===== config.mk =====
export PLATFORM = sky130hd
export DESIGN_NAME = rp_8bit_tmr
export DESIGN_NICKNAME = d
export VERILOG_FILES = /design/src/rtl/rp_8bit_tmr_pkg.sv /design/src/rtl/rp_8bit_tmr_psc.sv /design/src/rtl/rp_8bit_tmr.sv
export SDC_FILE = /design/constraint.sdc
export NUM_CORES = 1
export LEC_CHECK = 0
export BUFFER_PORTS_ARGS = -buffer_cell sky130_fd_sc_hd__buf_2
export CAP_MARGIN = 20
export CORE_MARGIN = 10
export CORE_UTILIZATION = 55
export DETAILED_ROUTE_END_ITERATION = 12
export GPL_TIMING_DRIVEN = 0
export HOLD_SLACK_MARGIN = 0.06
export PLACE_DENSITY_LB_ADDON = 0.08
export SLEW_MARGIN = 40
export SYNTH_ARGS = -nofsm -noshare
export SYNTH_HDL_FRONTEND = slang
export SYNTH_HIERARCHICAL = 1
export SYNTH_SLANG_ARGS = --single-unit

===== constraint.sdc =====
create_clock -name clk -period 4.4 [get_ports clk]
set_input_delay 0.88 -clock clk [delete_from_list [all_inputs] [get_ports clk]]
set_output_delay 0.88 -clock clk [all_outputs]
set_load 0.005 [all_outputs]

===== src/rtl/rp_8bit_tmr_pkg.sv =====
// rp_8bit_tmr shared definitions: register offsets, clock-select codes, TCCR layout.
// Pure declarations; no logic and no latency.
package rp_8bit_tmr_pkg;

    localparam logic [2:0] OFF_TCCR  = 3'd0;
    localparam logic [2:0] OFF_TCNT  = 3'd1;
    localparam logic [2:0] OFF_OCR   = 3'd2;
    localparam logic [2:0] OFF_TIMSK = 3'd3;
    localparam logic [2:0] OFF_TIFR  = 3'd4;

    typedef enum logic [2:0] {
        CS_STOP    = 3'd0,
        CS_DIV1    = 3'd1,
        CS_DIV8    = 3'd2,
        CS_DIV64   = 3'd3,
        CS_DIV256  = 3'd4,
        CS_DIV1024 = 3'd5
    } cs_e;

    // Bit 0 of TIFR/TIMSK is the overflow source, bit 1 the compare source.
    localparam bit TIFR_TOV_BIT = 1'b0;
    localparam bit TIFR_OCF_BIT = 1'b1;

    // Writable TCCR bits: CS[2:0] and CTC; the upper nibble always reads 0.
    localparam logic [7:0] TCCR_WMASK = 8'h0F;

    typedef struct packed {
        logic [3:0] rsvd;
        logic       ctc;
        logic [2:0] cs;
    } tccr_t;

    function automatic logic [7:0] merge8(input logic [7:0] old_val,
                                          input logic [7:0] wdt,
                                          input logic [7:0] msk);
        return (wdt & msk) | (old_val & ~msk);
    endfunction

endpackage


===== src/rtl/rp_8bit_tmr_psc.sv =====
// 10-bit prescaler producing a one-cycle counter tick for the selected divide ratio.
// tick is combinational from the prescaler state; clr restarts the division.
module rp_8bit_tmr_psc
    import rp_8bit_tmr_pkg::*;
(
    input  logic       clk,
    input  logic       rst,
    input  logic [2:0] cs,
    input  logic       clr,
    output logic       tick
);

    logic [9:0] r_psc;
    logic       w_run;

    always_comb begin
        w_run = 1'b0;
        tick  = 1'b0;
        case (cs)
            CS_DIV1:    begin w_run = 1'b1; tick = 1'b1;          end
            CS_DIV8:    begin w_run = 1'b1; tick = &r_psc[2:0];   end
            CS_DIV64:   begin w_run = 1'b1; tick = &r_psc[5:0];   end
            CS_DIV256:  begin w_run = 1'b1; tick = &r_psc[7:0];   end
            CS_DIV1024: begin w_run = 1'b1; tick = &r_psc[9:0];   end
            default:    begin w_run = 1'b0; tick = 1'b0;          end
        endcase
    end

    always_ff @(posedge clk or posedge rst) begin
        if (rst) begin
            r_psc <= 10'd0;
        end else if (clr || !w_run) begin
            r_psc <= 10'd0;
        end else begin
            r_psc <= r_psc + 10'd1;
        end
    end

endmodule


===== src/rtl/rp_8bit_tmr.sv =====
// 8-bit timer on the rp_8bit I/O bus: prescaler, normal/CTC counter, OVF/CMP flags and irq.
// Reads return one cycle after io_ren; no backpressure. RP_8BIT_TMR_PWM_EN adds the pwm output.
module rp_8bit_tmr
    import rp_8bit_tmr_pkg::*;
#(
    parameter logic [5:0] BASE    = 6'h20,
    parameter int         IRQ_OVF = 0,
    parameter int         IRQ_CMP = 1
) (
    input  logic       clk,
    input  logic       rst,
    input  logic       io_wen,
    input  logic       io_ren,
    input  logic [5:0] io_adr,
    input  logic [7:0] io_wdt,
    input  logic [7:0] io_msk,
    output logic [7:0] io_rdt,
    output logic [1:0] irq_req,
    input  logic [1:0] irq_ack
`ifdef RP_8BIT_TMR_PWM_EN
    ,
    output logic       pwm
`endif
);

    tccr_t      r_tccr;
    logic [7:0] r_tcnt;
    logic [7:0] r_ocr;
    logic [1:0] r_timsk;
    logic [1:0] r_tifr;
    logic [7:0] r_rdt;

    logic       w_hit;
    logic [2:0] w_off;
    logic       w_wr;
    logic       w_wr_tccr;
    logic       w_wr_tcnt;
    logic       w_wr_ocr;
    logic       w_wr_timsk;
    logic       w_wr_tifr;
    tccr_t      w_tccr_new;
    logic       w_cs_chg;
    logic       w_tick;
    logic       w_cnt_tick;
    logic       w_match;
    logic       w_top;
    logic [1:0] w_set;
    logic [1:0] w_clr;
    logic [7:0] w_rd_val;

    assign w_hit      = (io_adr[5:3] == BASE[5:3]);
    assign w_off      = io_adr[2:0];
    assign w_wr       = io_wen & w_hit;
    assign w_wr_tccr  = w_wr && (w_off == OFF_TCCR);
    assign w_wr_tcnt  = w_wr && (w_off == OFF_TCNT);
    assign w_wr_ocr   = w_wr && (w_off == OFF_OCR);
    assign w_wr_timsk = w_wr && (w_off == OFF_TIMSK);
    assign w_wr_tifr  = w_wr && (w_off == OFF_TIFR);

    assign w_tccr_new = tccr_t'(merge8(r_tccr, io_wdt, io_msk) & TCCR_WMASK);
    assign w_cs_chg   = w_wr_tccr && (w_tccr_new.cs != r_tccr.cs);

    rp_8bit_tmr_psc u_psc (
        .clk  (clk),
        .rst  (rst),
        .cs   (r_tccr.cs),
        .clr  (w_cs_chg),
        .tick (w_tick)
    );

    // A CPU write to TCNT swallows the tick entirely: no increment, no flags.
    assign w_cnt_tick = w_tick & ~w_wr_tcnt;
    assign w_match    = (r_tcnt == r_ocr);
    assign w_top      = (r_tcnt == 8'hFF);
    assign w_set      = {w_cnt_tick & w_match, w_cnt_tick & w_top};
    assign w_clr      = (w_wr_tifr ? (io_wdt[1:0] & io_msk[1:0]) : 2'b00) | irq_ack;

    always_comb begin
        w_rd_val = 8'h00;
        case (w_off)
            OFF_TCCR:  w_rd_val = r_tccr;
            OFF_TCNT:  w_rd_val = r_tcnt;
            OFF_OCR:   w_rd_val = r_ocr;
            OFF_TIMSK: w_rd_val = {6'h00, r_timsk};
            OFF_TIFR:  w_rd_val = {6'h00, r_tifr};
            default:   w_rd_val = 8'h00;
        endcase
    end

    always_ff @(posedge clk or posedge rst) begin
        if (rst) begin
            r_tccr  <= '0;
            r_tcnt  <= 8'h00;
            r_ocr   <= 8'h00;
            r_timsk <= 2'b00;
            r_tifr  <= 2'b00;
            r_rdt   <= 8'h00;
        end else begin
            if (w_wr_tccr) begin
                r_tccr <= w_tccr_new;
            end
            if (w_wr_tcnt) begin
                r_tcnt <= merge8(r_tcnt, io_wdt, io_msk);
            end else if (w_cnt_tick) begin
                r_tcnt <= ((r_tccr.ctc & w_match) | w_top) ? 8'h00 : r_tcnt + 8'd1;
            end
            if (w_wr_ocr) begin
                r_ocr <= merge8(r_ocr, io_wdt, io_msk);
            end
            if (w_wr_timsk) begin
                r_timsk <= (io_wdt[1:0] & io_msk[1:0]) | (r_timsk & ~io_msk[1:0]);
            end
            // Hardware set dominates any simultaneous clear.
            r_tifr <= (r_tifr & ~w_clr) | w_set;
            // Non-hitting reads return 0 so peripheral read buses can be OR-ed.
            r_rdt  <= (io_ren & w_hit) ? w_rd_val : 8'h00;
        end
    end

    assign io_rdt = r_rdt;
    assign irq_req[IRQ_OVF[0]] = r_tifr[TIFR_TOV_BIT] & r_timsk[TIFR_TOV_BIT];
    assign irq_req[IRQ_CMP[0]] = r_tifr[TIFR_OCF_BIT] & r_timsk[TIFR_OCF_BIT];

`ifdef RP_8BIT_TMR_PWM_EN
    logic r_pwm;

    always_ff @(posedge clk or posedge rst) begin
        if (rst) begin
            r_pwm <= 1'b0;
        end else begin
            r_pwm <= (r_tccr.cs != CS_STOP) && (r_tcnt < r_ocr);
        end
    end

    assign pwm = r_pwm;
`endif

endmodule


# == Word level (Yosys, flattened, before mapping) ==
# Cells that the tools add are included.
# totals
register_bits,42
elab_cells,73
out_inout_bits,10
inputBits,28
# classes
reduce_logical,15
add_sub_neg,2
mux,9
n_bitwise,26
eq_ne,13
# op_table
cell,count
8-bit case mux with 5 select lines,1
8-bit two-way mux,4
8-bit bitwise AND,3
8-bit OR,2
"3-bit by 2-bit == test with 1-bit output, second input constant",4
"3-bit == test, second input constant",4
"10-bit by 1-bit adder with 10-bit output, second input constant",1
10-bit two-way mux,1
10-bit AND reduction,1
"8-bit by 1-bit adder with 8-bit output, second input constant",1
1-bit bitwise AND,8
8-bit == test,1
"8-bit == test, second input constant",1
8-bit inverter,1
8-bit AND reduction,1
2-bit bitwise AND,3
"3-bit by 1-bit == test with 1-bit output, second input constant",2
1-bit logical AND,6
2-bit OR,3
6-bit AND reduction,1
1-bit case mux with 5 select lines,1
5-bit OR reduction,1
4-bit bitwise AND,1
2-bit inverter,2
11 further kinds,11

# == Logic depth before layout (Yosys ltp) ==
# depth
ltp_word,8
ltp_mapped,8
depth_no_buf,8

# == Hierarchy ==
# The synthesis kept the hierarchy.
# by_module_without_submodules
mod,instances,cells_each,seq_area_each_um2,area_each_um2
rp_8bit_tmr,1,192,800.8,1960.6
rp_8bit_tmr_psc,1,54,250.2,521.8

# == Worst setup path after synthesis ==
# Ideal clock, no wire load.
# synth_path
path_type,input -> register
start,input io_adr[3]
end,register (tool-made name)
path_buffers,1
setup_ns,0.127
cell_stages,6
required_time_ns,4.273
path_slack_ns,2.454
arrival_ns,1.819
cell_sequence,nand4bb_4 -> nor2_2 -> and2_1 -> buf_6 -> nand2_1 -> mux2_1
# synth_lines
element,line_no,source
from (decl),rp_8bit_tmr.sv:14,"input logic [5:0] io_adr,"

==> impl_metrics.tcl <==
set metrics [dict create \
    grt_pass1_vias 1949 \
    p_seq_share_pct 50.3 \
    fin_skew_ns 0.00925 \
    ys_seq_area_share_pct 42.3 \
    ctsResizeCount 0 \
    cts_setup_buffers 0 \
    max_clock_freq_mhz 449 \
    drv_cap 0 \
    setup_viol 0 \
    internal_power_uw 630 \
    antenna_cells 0 \
    dp_hpwl_um 4270 \
    synth_edf_count 0 \
    grt_pass1_wl_um 9720 \
    fill_cells 383 \
    antenna_found_initial 0 \
    cp_max_fo 9 \
    start_util_pct 57.0 \
    required_ns 4.62 \
    powerDensity_nw_per_um2 321 \
    dieArea_sq_um 7600 \
    period_needed_ns 2.23 \
    cts_max_level 2 \
    num_vias 1994 \
    slew_headroom_pct 54.1 \
    clock-sinks 42 \
    fin_ws_ns 2.17 \
    power_switching_uw 271 \
    switching_share_pct 30.1 \
    die_height_um 87.2 \
    peakVddDrop_uv 194 \
    critical_path_class "reg2reg" \
    clock_tree.buffer_depth 2 \
    power.clock.fraction_pct 27.3 \
    synthTopCellsByArea "dfrtp_1, xor2_1, o21ai_0" \
    avgRoutedWirePerCell_um 17.2 \
    syn_nets 277 \
    yosys_register_bits 42 \
    place.gp.congestion 0.842 \
    dp_slack_ns 1.99 \
    outcome "complete, no violations" \
    overflow 0 \
    vias_per_cell 5.86 \
    worstPathArrival_ns 2.45 \
    setup_tns_ns 0 \
    cts_hold_buf 0 \
    p_leak_nw 1.28 \
    drt-initial-drc-count 121 \
    min_path_type "reg2reg" \
    fin_nets 320 \
    synthDistinctLibCells 52 \
    wl_um 5840 \
    netlist_area_sq_um 2480 \
    cts_tree "yes" \
    area_growth_pct 13.2 \
    route.detailed.drc 0 \
    ys.flop_type "dfrtp_1" \
    finalCoreUtilization_pct 64.5 \
    rsz0062_at_grt "false" \
    postSynthCellCount 246 \
    clk_pin_slew_ns 0.08 \
    avgSynthCellArea_sq_um 10.1 \
    synth_warnings 6 \
    pin_count 38 \
    final_antenna_net_count 0 \
    grtUsageTotal_pct 15.9 \
    combPwrFrac_pct 22.5 \
    cp-end-kind "flip-flop" \
    num_rows 24 \
    synth_top_area_share_pct 42.3 \
    yosysTopAreaCell "dfrtp_1" \
    period_share_pct 50.6 \
    critPathLaunchType "flip-flop" \
    worst_pin_slew_ns 0.688 \
    coreArea_sq_um 4350 \
    multi_input_area_sq_um 1340 \
    die_x_um 87.2 \
    worstSkewPairLatency_ns 0.29 \
    async_reset_ff_share_pct 100 \
    regArea_sq_um 1050 \
    root_buffer "clkbuf_8" \
    cts_made_buffers 5 \
    drive_gt1_share_pct 26.4 \
    firstDrtPassIters 4 \
    finalHoldViolations 0 \
    slew_viol_final 0 \
    grt_max_degree 33 \
    port_buffers 36 \
]
==> final cells by class <==
cell class              instances  area share (%)
flip-flops and latches         42            37.4
clock buffers                   6            2.94
well taps                      52            2.32
plain buffers                  11            2.72
repair buffers                 36            6.41
inverters                       5           0.668
multi-input cells             188            47.6
==> power by group through the flow <==
stage	registers, mW	clock network, mW	logic, mW
2_1_floorplan	0.447	0	0.151
3_3_place_gp	0.458	0	0.197
3_5_place_dp	0.459	0	0.202
4_1_cts	0.451	0.248	0.203
5_1_grt	0.458	0.261	0.228
6_report	0.453	0.246	0.202
==> Yosys cell counts (all sizes together), types with 2 or more instances <==
cell type	n
dfrtp	42
nor2	18
nand2b	2
o21ai	25
and2	4
a32oi	6
nand3	12
buf	9
nand2	24
ha	3
nor4	2
mux2i	4
inv	5
a22oi	4
a21oi	11
o31ai	5
nor2b	4
clkbuf	2
mux2	15
nand4	7
or3	4
and3	3
or4	2
xor2	15
==> cells by family after synthesis <==
kind of cell,share of synthesized area [%]
AOI/OAI and AO/OA,15.2
xor gates and xnor gates,5.65
adders and majority gates,1.51
buffers and inverters,3.83
DFF,42.3
muxes,9.93
and+or+nand+nor,21.6
==> layer usage <==
layer / up-vias / routed length (um) / part of all wire [%] / global-route usage (%)
met1: 956 / 2870 / 49 / 23.7
met2: 52 / 2500 / 43 / 22.0
met5: - / 0 / 0 / 0
met3: 6 / 384 / 6.6 / 3.75
li1: 980 / - / - / -
met4: 0 / 81 / 1.4 / 4.93
==> path summary, 6_finish.rpt <==
check	cells after the start	start	to	slack, ns
setup / recovery	8	u_psc/r_psc[0]	flip-flop	2.17
setup reg to reg	8	u_psc/r_psc[0]	flip-flop	2.17
hold / removal	1	u_psc/r_psc[0]	u_psc/r_psc[0]	0.49
max in group asynchronous	2	rst	async pin	3.25
hold reg to reg	1	u_psc/r_psc[0]	u_psc/r_psc[0]	0.49
min in group asynchronous	2	rst	u_psc/r_psc[9]	0.58
==> cell usage in the layout, fill, tap and decap left out, types with 5 or more instances in the layout <==
cell type  count
dfrtp_1       42
mux2_2         7
a21oi_1       11
o21ai_0       20
nand3_1       10
o31ai_1        5
mux2_1         5
nor2_1        17
xor2_1        15
clkbuf_8       6
nand4_1        7
a32oi_1        6
nand2_1       24
buf_2         40
==> worst max-delay path, stage by stage (launching register included) <==
cell	delay [ns]
dfrtp_1	0.39
ha_1	0.22
nand4_1	0.21
a2111oi_0	0.38
a311o_1	0.31
a21o_4	0.18
o211ai_1	0.10
mux2_2	0.28
o21ai_2	0.10
==> per-stage QoR <==
stage          instances  instance area (sq um)  hold slack, ns  power [mW]
3_3_place_gp         334                   2730           0.473       0.656
4_1_cts              340                   2810           0.487       0.902
6_report             340                   2810           0.490       0.901
5_1_grt              340                   2810           0.529       0.947
2_1_floorplan        246                   2480           0.455       0.598
3_5_place_dp         334                   2730           0.477       0.661
(Power assumes the default switching activity.)
